**src/rtl/oled_i2c_pkg.sv**
```systemverilog
// +----------------------------------------------------------------------------+
// | oled_i2c_pkg : shared types and constants for the OLED I2C target           |
// | Rev 1.0 : initial release                                                   |
// +----------------------------------------------------------------------------+
`default_nettype none

package oled_i2c_pkg;

  typedef enum logic [2:0] {
    ST_IDLE        = 3'd0,
    ST_ADDR        = 3'd1,
    ST_ADDR_ACK    = 3'd2,
    ST_CTRL        = 3'd3,
    ST_CTRL_ACK    = 3'd4,
    ST_PAYLOAD     = 3'd5,
    ST_PAYLOAD_ACK = 3'd6,
    ST_IGNORE      = 3'd7
  } state_t;

  localparam logic [6:0] C_ADDR0_DEFAULT = 7'h3C;
  localparam logic [6:0] C_ADDR1_DEFAULT = 7'h3D;

  // Control byte layout: Co = continuation, D/C# = data/command select.
  localparam int unsigned C_CO_BIT = 7;
  localparam int unsigned C_DC_BIT = 6;

  localparam logic [8:0] C_COUNT_MAX = 9'd511;

endpackage

`default_nettype wire

```
**src/rtl/i2c_bus_sync.sv**
```systemverilog
// +----------------------------------------------------------------------------+
// | i2c_bus_sync : SCL/SDA synchroniser, SCL edge and START/STOP detection      |
// | Rev 1.0 : initial release                                                   |
// +----------------------------------------------------------------------------+
`default_nettype none

module i2c_bus_sync (
  input  logic clk,
  input  logic rst,
  input  logic scl_i,
  input  logic sda_i,
  output logic scl,
  output logic sda,
  output logic scl_rise,
  output logic scl_fall,
  output logic start,
  output logic stop
);

  logic [1:0] r_scl_sync;
  logic [1:0] r_sda_sync;
  logic       r_scl_d;
  logic       r_sda_d;

  // Idle bus level is high, so every stage resets to 1 to avoid phantom edges.
  always_ff @(posedge clk) begin
    if (rst) begin
      r_scl_sync <= 2'b11;
      r_sda_sync <= 2'b11;
      r_scl_d    <= 1'b1;
      r_sda_d    <= 1'b1;
    end else begin
      r_scl_sync <= {r_scl_sync[0], scl_i};
      r_sda_sync <= {r_sda_sync[0], sda_i};
      r_scl_d    <= r_scl_sync[1];
      r_sda_d    <= r_sda_sync[1];
    end
  end

  assign scl      = r_scl_sync[1];
  assign sda      = r_sda_sync[1];
  assign scl_rise =  scl & ~r_scl_d;
  assign scl_fall = ~scl &  r_scl_d;
  assign start    =  scl & r_sda_d & ~sda;
  assign stop     =  scl & ~r_sda_d & sda;

endmodule

`default_nettype wire

```
**src/rtl/i2c_oled_target.sv**
```systemverilog
// +----------------------------------------------------------------------------+
// | i2c_oled_target : write-only I2C target decoding SSD1306-style frames       |
// | Rev 1.0 : initial release                                                   |
// +----------------------------------------------------------------------------+
`default_nettype none

module i2c_oled_target
  import oled_i2c_pkg::*;
#(
  parameter logic [6:0] ADDR0 = C_ADDR0_DEFAULT,
  parameter logic [6:0] ADDR1 = C_ADDR1_DEFAULT
) (
  input  logic       clk,
  input  logic       rst,
  input  logic       scl_i,
  input  logic       sda_i,
  output logic       sda_oe,
  input  logic       addr_sel,
  output logic       byte_valid,
  output logic [7:0] byte_data,
  output logic       byte_is_data,
  output logic       frame_start,
  output logic       frame_end,
  output logic [8:0] byte_count,
  output logic       busy
);

  logic       w_scl;
  logic       w_sda;
  logic       w_scl_rise;
  logic       w_scl_fall;
  logic       w_start;
  logic       w_stop;
  logic [7:0] w_byte;

  state_t     r_state;
  logic [2:0] r_bit_cnt;
  logic [6:0] r_shreg;
  logic [6:0] r_addr;
  logic       r_co;
  logic       r_dc;
  logic       r_ack_on;

  i2c_bus_sync u_sync (
    .clk      (clk),
    .rst      (rst),
    .scl_i    (scl_i),
    .sda_i    (sda_i),
    .scl      (w_scl),
    .sda      (w_sda),
    .scl_rise (w_scl_rise),
    .scl_fall (w_scl_fall),
    .start    (w_start),
    .stop     (w_stop)
  );

  assign w_byte = {r_shreg, w_sda};

  always_ff @(posedge clk) begin
    if (rst) begin
      r_state      <= ST_IDLE;
      r_bit_cnt    <= 3'd0;
      r_shreg      <= 7'd0;
      r_addr       <= ADDR0;
      r_co         <= 1'b0;
      r_dc         <= 1'b0;
      r_ack_on     <= 1'b0;
      sda_oe       <= 1'b0;
      byte_valid   <= 1'b0;
      byte_data    <= 8'd0;
      byte_is_data <= 1'b0;
      frame_start  <= 1'b0;
      frame_end    <= 1'b0;
      byte_count   <= 9'd0;
      busy         <= 1'b0;
    end else begin
      byte_valid  <= 1'b0;
      frame_start <= 1'b0;
      frame_end   <= 1'b0;
      // Bus conditions override any bit activity and drop a partial byte.
      if (w_start || w_stop) begin
        r_state   <= w_start ? ST_ADDR : ST_IDLE;
        r_bit_cnt <= 3'd0;
        r_ack_on  <= 1'b0;
        sda_oe    <= 1'b0;
        if (w_start) r_addr <= addr_sel ? ADDR1 : ADDR0;
        if (busy) begin
          frame_end <= 1'b1;
          busy      <= 1'b0;
        end
      end else begin
        case (r_state)
          ST_ADDR, ST_CTRL, ST_PAYLOAD: begin
            if (w_scl_rise) begin
              r_shreg   <= w_byte[6:0];
              r_bit_cnt <= r_bit_cnt + 3'd1;
              if (r_bit_cnt == 3'd7) begin
                if (r_state == ST_ADDR) begin
                  if (w_byte[7:1] == r_addr && !w_byte[0]) begin
                    r_state     <= ST_ADDR_ACK;
                    frame_start <= 1'b1;
                    busy        <= 1'b1;
                    byte_count  <= 9'd0;
                  end else begin
                    r_state <= ST_IGNORE;
                  end
                end else if (r_state == ST_CTRL) begin
                  r_co    <= w_byte[C_CO_BIT];
                  r_dc    <= w_byte[C_DC_BIT];
                  r_state <= ST_CTRL_ACK;
                end else begin
                  byte_valid   <= 1'b1;
                  byte_data    <= w_byte;
                  byte_is_data <= r_dc;
                  if (byte_count != C_COUNT_MAX) byte_count <= byte_count + 9'd1;
                  r_state      <= ST_PAYLOAD_ACK;
                end
              end
            end
          end
          // First SCL fall after bit 8 starts driving ACK, the next one ends it.
          ST_ADDR_ACK, ST_CTRL_ACK, ST_PAYLOAD_ACK: begin
            if (w_scl_fall) begin
              if (!r_ack_on) begin
                r_ack_on <= 1'b1;
                sda_oe   <= 1'b1;
              end else begin
                r_ack_on <= 1'b0;
                sda_oe   <= 1'b0;
                if (r_state == ST_ADDR_ACK)      r_state <= ST_CTRL;
                else if (r_state == ST_CTRL_ACK) r_state <= ST_PAYLOAD;
                else                             r_state <= r_co ? ST_CTRL : ST_PAYLOAD;
              end
            end
          end
          default: ;
        endcase
      end
    end
  end

endmodule

`default_nettype wire
```
**config.mk**
```make
export PLATFORM = sky130hd
export DESIGN_NAME = i2c_oled_target
export DESIGN_NICKNAME = d
export VERILOG_FILES = /design/src/rtl/oled_i2c_pkg.sv /design/src/rtl/i2c_bus_sync.sv /design/src/rtl/i2c_oled_target.sv
export SDC_FILE = /design/constraint.sdc
export NUM_CORES = 1
export LEC_CHECK = 0
export CORE_ASPECT_RATIO = 1.5
export CORE_MARGIN = 1.5
export CORE_UTILIZATION = 58
export DETAILED_ROUTE_END_ITERATION = 7
export GPL_ROUTABILITY_DRIVEN = 0
export HOLD_SLACK_MARGIN = 0.12
export PLACE_DENSITY = 0.83
export RECOVER_POWER = 25
export SYNTH_ARGS = -nofsm -noshare
export SYNTH_HDL_FRONTEND = slang
export SYNTH_SLANG_ARGS = --single-unit
```
**constraint.sdc**
```tcl
create_clock -name clk -period 3.1 [get_ports clk]
set_clock_uncertainty 0.05 [all_clocks]
set_input_delay 0.62 -clock clk [delete_from_list [all_inputs] [get_ports clk]]
set_output_delay 0.62 -clock clk [all_outputs]
set_load 0.01 [all_outputs]
```
==> metrics.md, run 1 <==
| Metric | Value |
|---|---|
| Ys Warns | 0 |
| Layout cells sized above 1 | 10.5% |
| Outcome | completed |
| DPL Wire Length | 2880 µm |
| Fmax | 448 MHz |
| Crit path cell chain | ha_1 -> nand3_1 -> or2_2 -> nor2_1 -> ha_1 -> nand2_1 -> nand4_4 -> a21oi_4 -> o311ai_1 |
| Die Area | 0.00409 mm² |
| Placed insts | 282 |
| Filler cells | 270 |
| Cell variety after synth | 51 |
| CTS tree | done |
| CTS buffer count | 5 |
| N_diodes | 0 |
| CTS H-tree lvls | 2 |
| Worst hold stages | 1 |
| Vias in the first global route | 1547 |
| TritonCTS Sinks | 45 |
| Initial antenna violation count | 0 |
| VDD IR max | 0.457 mV |
| Worst setup path class | register to register |
| CTS root buf | clkbuf_8 |
| Finished Layout Cells | 290 |
| Max-slew violation total from the final report | 0 |
| Synth top cells by count | dfxtp_1, nor2_1, mux2i_1, nand2_1, o21ai_1 |
| DRC viols | 0 |
| Drt pass-1 iters | 4 |
| Area growth from synthesis to layout | 16.9% |
| # Max-Cap Violations | 0 |
| Hold path startpoint | u_sync.r_sda_sync[0] |
| Post-Syn Nets | 235 |
| Worst-Margin Slew | 651 ps |
| Overflow after GRT | 0 |
| Largest net degree at the start of global routing | 49 |
| CORE AREA | 0.00348 mm² |
| Num ports | 28 |
| Worst R2R Path Depth | 9 |
| WHS Endpoint | u_sync.r_sda_sync[1] |
| Final layout net count | 256 |
| Synth top area cells | dfxtp_1, mux2i_1, nor2_1, a211oi_2, ha_1 |
| Initial Util | 61.8% |
| Port bufs | 27 |
| Worst path bufs/invs | 0 |
| First-pass GRT wire length | 6870 µm |
| Mean Syn Cell Area | 9.52 µm² |
| Setup Viol. Count Final | 0 |
| Crit path required time | 3250 ps |
| Clock transition at path regs | 90 ps |
| CP delay by family, top | simple AND/OR/NAND/NOR gates |
| Pwr dens | 440 mW/mm² |
| Mapped Cells | 226 |
| Final ANT Viol Nets | 0 |
| Vias | 1694 |
| Die width | 52.7 µm |
| WL final | 4150 µm |
| Clock Path Buffers | 2 |
| Post-Route Setup TNS | 0 ps |
| Post-synthesis sequential area ratio | 41.9% |
| Setup Buffers After CTS | 0 |
| FF-to-FF setup slack | 870 ps |
| Tot GR Track Use | 22.0% |
| Worst EP arrival | 2390 ps |
| Vertical die dimension | 77.6 µm |
| FF+latch count, synth | 45 |
| Std cell rows | 26 |
| Wire per inst | 14.3 µm |
| Tmin final | 2230 ps |
| Slowest cell on crit path | dfxtp_1 |
| Hold buffer count at CTS | 0 |
| Startpoint Class | register |
| CP Capture Type | register |
| Critical R2R Capture | byte_count[2] |
| Top-area cell type share of the netlist area | 41.9% |
| Vias per inst | 5.84 |
| Final worst slack | 867 ps |
| Final period util | 72.0% |
| Number of synthesized flops with an enable pin | 0 |
| Dominant cell by count in the synthesized netlist | dfxtp_1 |
| Worst-skew pair later-pin latency | 300 ps |
| Post-Synthesis Cell Area | 0.00215 mm² |
| Area leader, netlist | dfxtp_1 |
| Critical path's largest stage delay | 420 ps |
| Rel. slew slack | 56.5% |
| RSZ-0062 raised after global routing | no |
| Initial drt markers | 39 |
| DP Worst Slack | 903 ps |
| Hold Vio Cnt, Final | 0 |
| Worst Path Max Fanout | 14 |
| Worst r2r src | byte_count[0] |
| Most used cell, CP | ha_1 |
| Synth async-reset ratio | 0% |
| Predominant post-synthesis flop cell | dfxtp_1 |
| Post-CTS resize count | 0 |
| Leak | 0.915 nW |
| Hold WC Path Type | register to register |
[worst max path at each step]
stage,from,endpoint,slack [ps],cells past startpoint
floorplan,byte_count[0],byte_count[5],1110,9
detailed placement,byte_count[0],byte_count[2],900,9
global placement,byte_count[0],byte_count[0],950,9
finish,byte_count[0],byte_count[2],870,9
CTS,byte_count[0],byte_count[2],850,9
global route,byte_count[0],byte_count[2],660,9
[per-stage QoR]
step           utilization [%]  total power [mW]  area, µm²  hold slack (ps)
2_1_floorplan                -             0.642       2150              339
3_3_place_gp              68.9             0.657       2400              342
3_5_place_dp              68.9             0.657       2400              353
4_1_cts                   72.3              1.11       2520              373
5_1_grt                   72.2              1.14       2510              383
6_report                  72.2              1.11       2510              367
[layout by cell type, fill, tap and decap left out, types with 3 or more instances in the layout]
cell,netlist,final
or2_2,7,7
o21ai_1,9,9
clkdlybuf4s50_1,0,26
nor2_1,33,33
nand2_1,10,10
a21oi_1,3,3
a211oi_2,4,4
nor2b_1,6,6
nand2b_1,3,3
inv_1,4,4
xor2_1,3,3
ha_1,4,4
nand3_1,4,4
nand3b_1,5,5
mux2i_1,27,27
nand4_1,3,3
clkbuf_8,0,6
dfxtp_1,45,45
[layout make-up]
type | count | area [µm²] | area share (%)
Clock inverter | 2 | 37.5 | 1.49
Tap cell | 42 | 52.6 | 2.09
Timing Repair Buffer | 30 | 289 | 11.5
Clock buffer | 6 | 82.6 | 3.29
Multi-Input combinational cell | 161 | 1140 | 45.2
Inverter | 4 | 15.0 | 0.597
Sequential cell | 45 | 901 | 35.8
[where the power goes]
part | total, mW | switching [mW] | leakage [nW] | internal (mW)
clock network | 0.462 | 0.200 | 0.0574 | 0.262
registers | 0.593 | 0.00923 | 0.364 | 0.584
logic | 0.0513 | 0.0293 | 0.494 | 0.0220
total | 1.11 | 0.239 | 0.915 | 0.868
[metal layers]
metal	vias to the layer above	wire [µm]	GRT usage, %
met1	794	1780	25.2
met4	0	99	10.3
met5	-	0	0
met3	10	152	5.38
met2	49	2110	37.3
li1	841	-	-
[sequential cells by signal (all words and copies together), names as in the netlist, 2 cells and up]
name and cells:
byte_count 9, u_sync.r_sda_sync 2, u_sync.r_scl_sync 2, r_bit_cnt 3, byte_data 8, r_state 3, r_shreg 7
[logic make-up after synthesis]
kind of cell    Yosys count  share of synthesized area, %
fa+ha+maj                 4                          2.33
simple gates             89                          23.3
compound gates           36                          12.6
xor+xnor                  5                          2.04
flops                    45                          41.9
mux                      27                          12.6
buf+inv                  20                          5.29
Note: power is estimated with default switching activity, not from simulation.
==> inputs of run 2 (changes only) <==
--- a/config.mk
+++ b/config.mk
@@ -7,11 +7,11 @@
 export LEC_CHECK = 0
 export CORE_ASPECT_RATIO = 1.5
 export CORE_MARGIN = 1.5
-export CORE_UTILIZATION = 58
+export CORE_UTILIZATION = 49
 export DETAILED_ROUTE_END_ITERATION = 7
 export GPL_ROUTABILITY_DRIVEN = 0
 export HOLD_SLACK_MARGIN = 0.12
-export PLACE_DENSITY = 0.83
+export PLACE_DENSITY = 0.75
 export RECOVER_POWER = 25
 export SYNTH_ARGS = -nofsm -noshare
 export SYNTH_HDL_FRONTEND = slang
==> constraint.sdc (replaced) <==
create_clock -name clk -period 1.98 [get_ports clk]
set_clock_uncertainty 0.05 [all_clocks]
set_input_delay 0.396 -clock clk [delete_from_list [all_inputs] [get_ports clk]]
set_output_delay 0.396 -clock clk [all_outputs]
set_load 0.01 [all_outputs]
==> run 2 against run 1 <==
Compared with the run above: design area increased by 7.9%; die area increased by 17%; clock power increased by 44%; global-route usage decreased by 2.5 points; utilization decreased by 7.8 points; final cell count increased by 7.9%; total power increased by 52%; non-clock buffer count increased by 20.
==> metrics.md, run 2 (same netlist as run 1, synthesis figures left out) <==
| Metric | Value |
|---|---|
| RSZ-0062 raised after global routing | no |
| Setup Viol. Count Final | 0 |
| Most common cell after layout, fill and taps aside | dfxtp_1 |
| CP Capture Type | register |
| Worst r2r src | r_shreg[1] |
| Initial Util | 51.1% |
| Tot GR Track Use | 19.5% |
| CTS buffer count | 5 |
| Worst Setup SP | r_shreg[1] |
| CTS root buf | clkbuf_8 |
| Final ANT Viol Nets | 0 |
| Vias per inst | 5.53 |
| N_diodes | 0 |
| Fmax | 524 MHz |
| Max-slew violation total from the final report | 0 |
| Rel. slew slack | 49.4% |
| Crit path required time | 2150 ps |
| Vertical die dimension | 84.1 µm |
| Std cell rows | 29 |
| Num ports | 28 |
| Post-Route Setup TNS | 0 ps |
| Port bufs | 27 |
| Clk pwr share | 39.5% |
| DPL Wire Length | 3140 µm |
| CORE AREA | 0.00421 mm² |
| Multi-input gate area | 0.00118 mm² |
| Final Cell Area | 0.00271 mm² |
| VDD IR max | 0.510 mV |
| Hold path startpoint | u_sync.r_sda_sync[0] |
| Wire per inst | 14.1 µm |
| WL final | 4430 µm |
| Clock transition at path regs | 80 ps |
| Hold WC Path Type | register to register |
| Sequential power share | 54.8% |
| Clock Path Buffers | 2 |
| Layout cells sized above 1 | 20.2% |
| Hold buffer count at CTS | 0 |
| TritonCTS Sinks | 45 |
| First-pass GRT wire length | 7490 µm |
| Die width | 57.1 µm |
| Tmin final | 1910 ps |
| Die Area | 0.00480 mm² |
| Startpoint Class | register |
| Final layout net count | 276 |
| Post-placement cell area | 0.00254 mm² |
| CTS tree | done |
| Drt pass-1 iters | 4 |
| Area growth from synthesis to layout | 26.1% |
| Hold Vio Cnt, Final | 0 |
| Initial drt markers | 39 |
| Worst-skew pair later-pin latency | 300 ps |
| Switching share of power | 21.4% |
| Pwr dens | 620 mW/mm² |
| Largest net degree at the start of global routing | 21 |
| Outcome | completed |
| Worst EP arrival | 2080 ps |
| Worst-Margin Slew | 759 ps |
| Max reg flops | 9 |
| DRC viols | 0 |
| Filler cells | 360 |
| Vias in the first global route | 1688 |
| Largest regs | byte_count (9), byte_data (8), r_shreg (7) |
| Reg area | 903 µm² |
| Worst Path Max Fanout | 7 |
| Overflow after GRT | 0 |
| Biggest register | byte_count |
| Most frequent cells in the layout | dfxtp_1, nor2_1, mux2i_1 |
| Leak | 1.03 nW |
| Vias | 1730 |
| Switch Pwr | 0.360 mW |
| Initial antenna violation count | 0 |
| # Max-Cap Violations | 0 |
| Final period util | 96.4% |
| Pwr Total | 1.68 mW |
| Worst setup path class | register to register |
| Internal Power | 1.32 mW |
| Gate power share | 5.7% |
| CTS H-tree lvls | 2 |
[run 2: cell count changes in the layout (fill, tap and decap cells not counted), sizes merged]
| cell | before | now |
|---|---|---|
| buf | 2 | 20 |
| clkinv | 0 | 1 |
| clkbuf | 7 | 8 |
| dlygate4sd3 | 1 | 5 |
| clkdlybuf4s50 | 26 | 22 |
| clkinvlp | 1 | 0 |
[run 2: metrics by stage]
| stage | hold slack (ps) | setup slack, ps | std cells | util, % |
|---|---|---|---|---|
| global placement | 345 | 88.6 | 303 | 60.4 |
| CTS | 363 | 2.33 | 311 | 63.4 |
| floorplan | 339 | 2.22 | 226 | - |
| global route | 379 | 1.74 | 313 | 64.4 |
| detailed placement | 344 | -7.25 | 303 | 60.4 |
| finish | 361 | 71.8 | 313 | 64.4 |
[run 2: timing repair]
item	CTS	global route
pin swaps	3	6
setup endpoints to repair	3	6
buffers inserted	2	2
gates resized for setup	6	8
[run 2: worst max-delay path, stage by stage (launching register included)]
cell,delay (ps)
dfxtp_1,340
or3b_1,360
or3_1,520
a21oi_4,320
mux2i_1,240
[run 2: power groups by stage]
stage / Combinational [mW] / Clock [mW] / Sequential [mW]
global route: 0.106 / 0.715 / 0.922
global placement: 0.0959 / 0 / 0.942
detailed placement: 0.0970 / 0 / 0.942
floorplan: 0.0633 / 0 / 0.941
finish: 0.0956 / 0.664 / 0.921
CTS: 0.0976 / 0.677 / 0.921
[run 2: per-layer routing]
layer  wire (µm)  global-route usage, %  vias to the layer above  part of all wire [%]
met5           0                      0                        -                     0
met4          99                   9.30                        0                   2.2
met2        2300                   33.0                       35                    52
li1            -                      -                      879                     -
met3         171                   4.16                       11                   3.9
met1        1860                   23.2                      805                    42
[run 2: final timing paths]
check | slack (ps) | cells after the start | endpoint
max | 70 | 4 | byte_count[1]
min | 360 | 1 | u_sync.r_sda_sync[1]
max reg2reg | 70 | 4 | byte_count[1]
min reg2reg | 360 | 1 | u_sync.r_sda_sync[1]
[run 2: cell type report]
| class | instances | area share, % |
|---|---|---|
| tap | 46 | 2.12 |
| clock inverter | 2 | 1.29 |
| sequential | 45 | 33.3 |
| multi-input combinational | 161 | 43.5 |
| timing repair buffer | 50 | 16.7 |
| clock buffer | 5 | 2.54 |
| inverter | 4 | 0.554 |
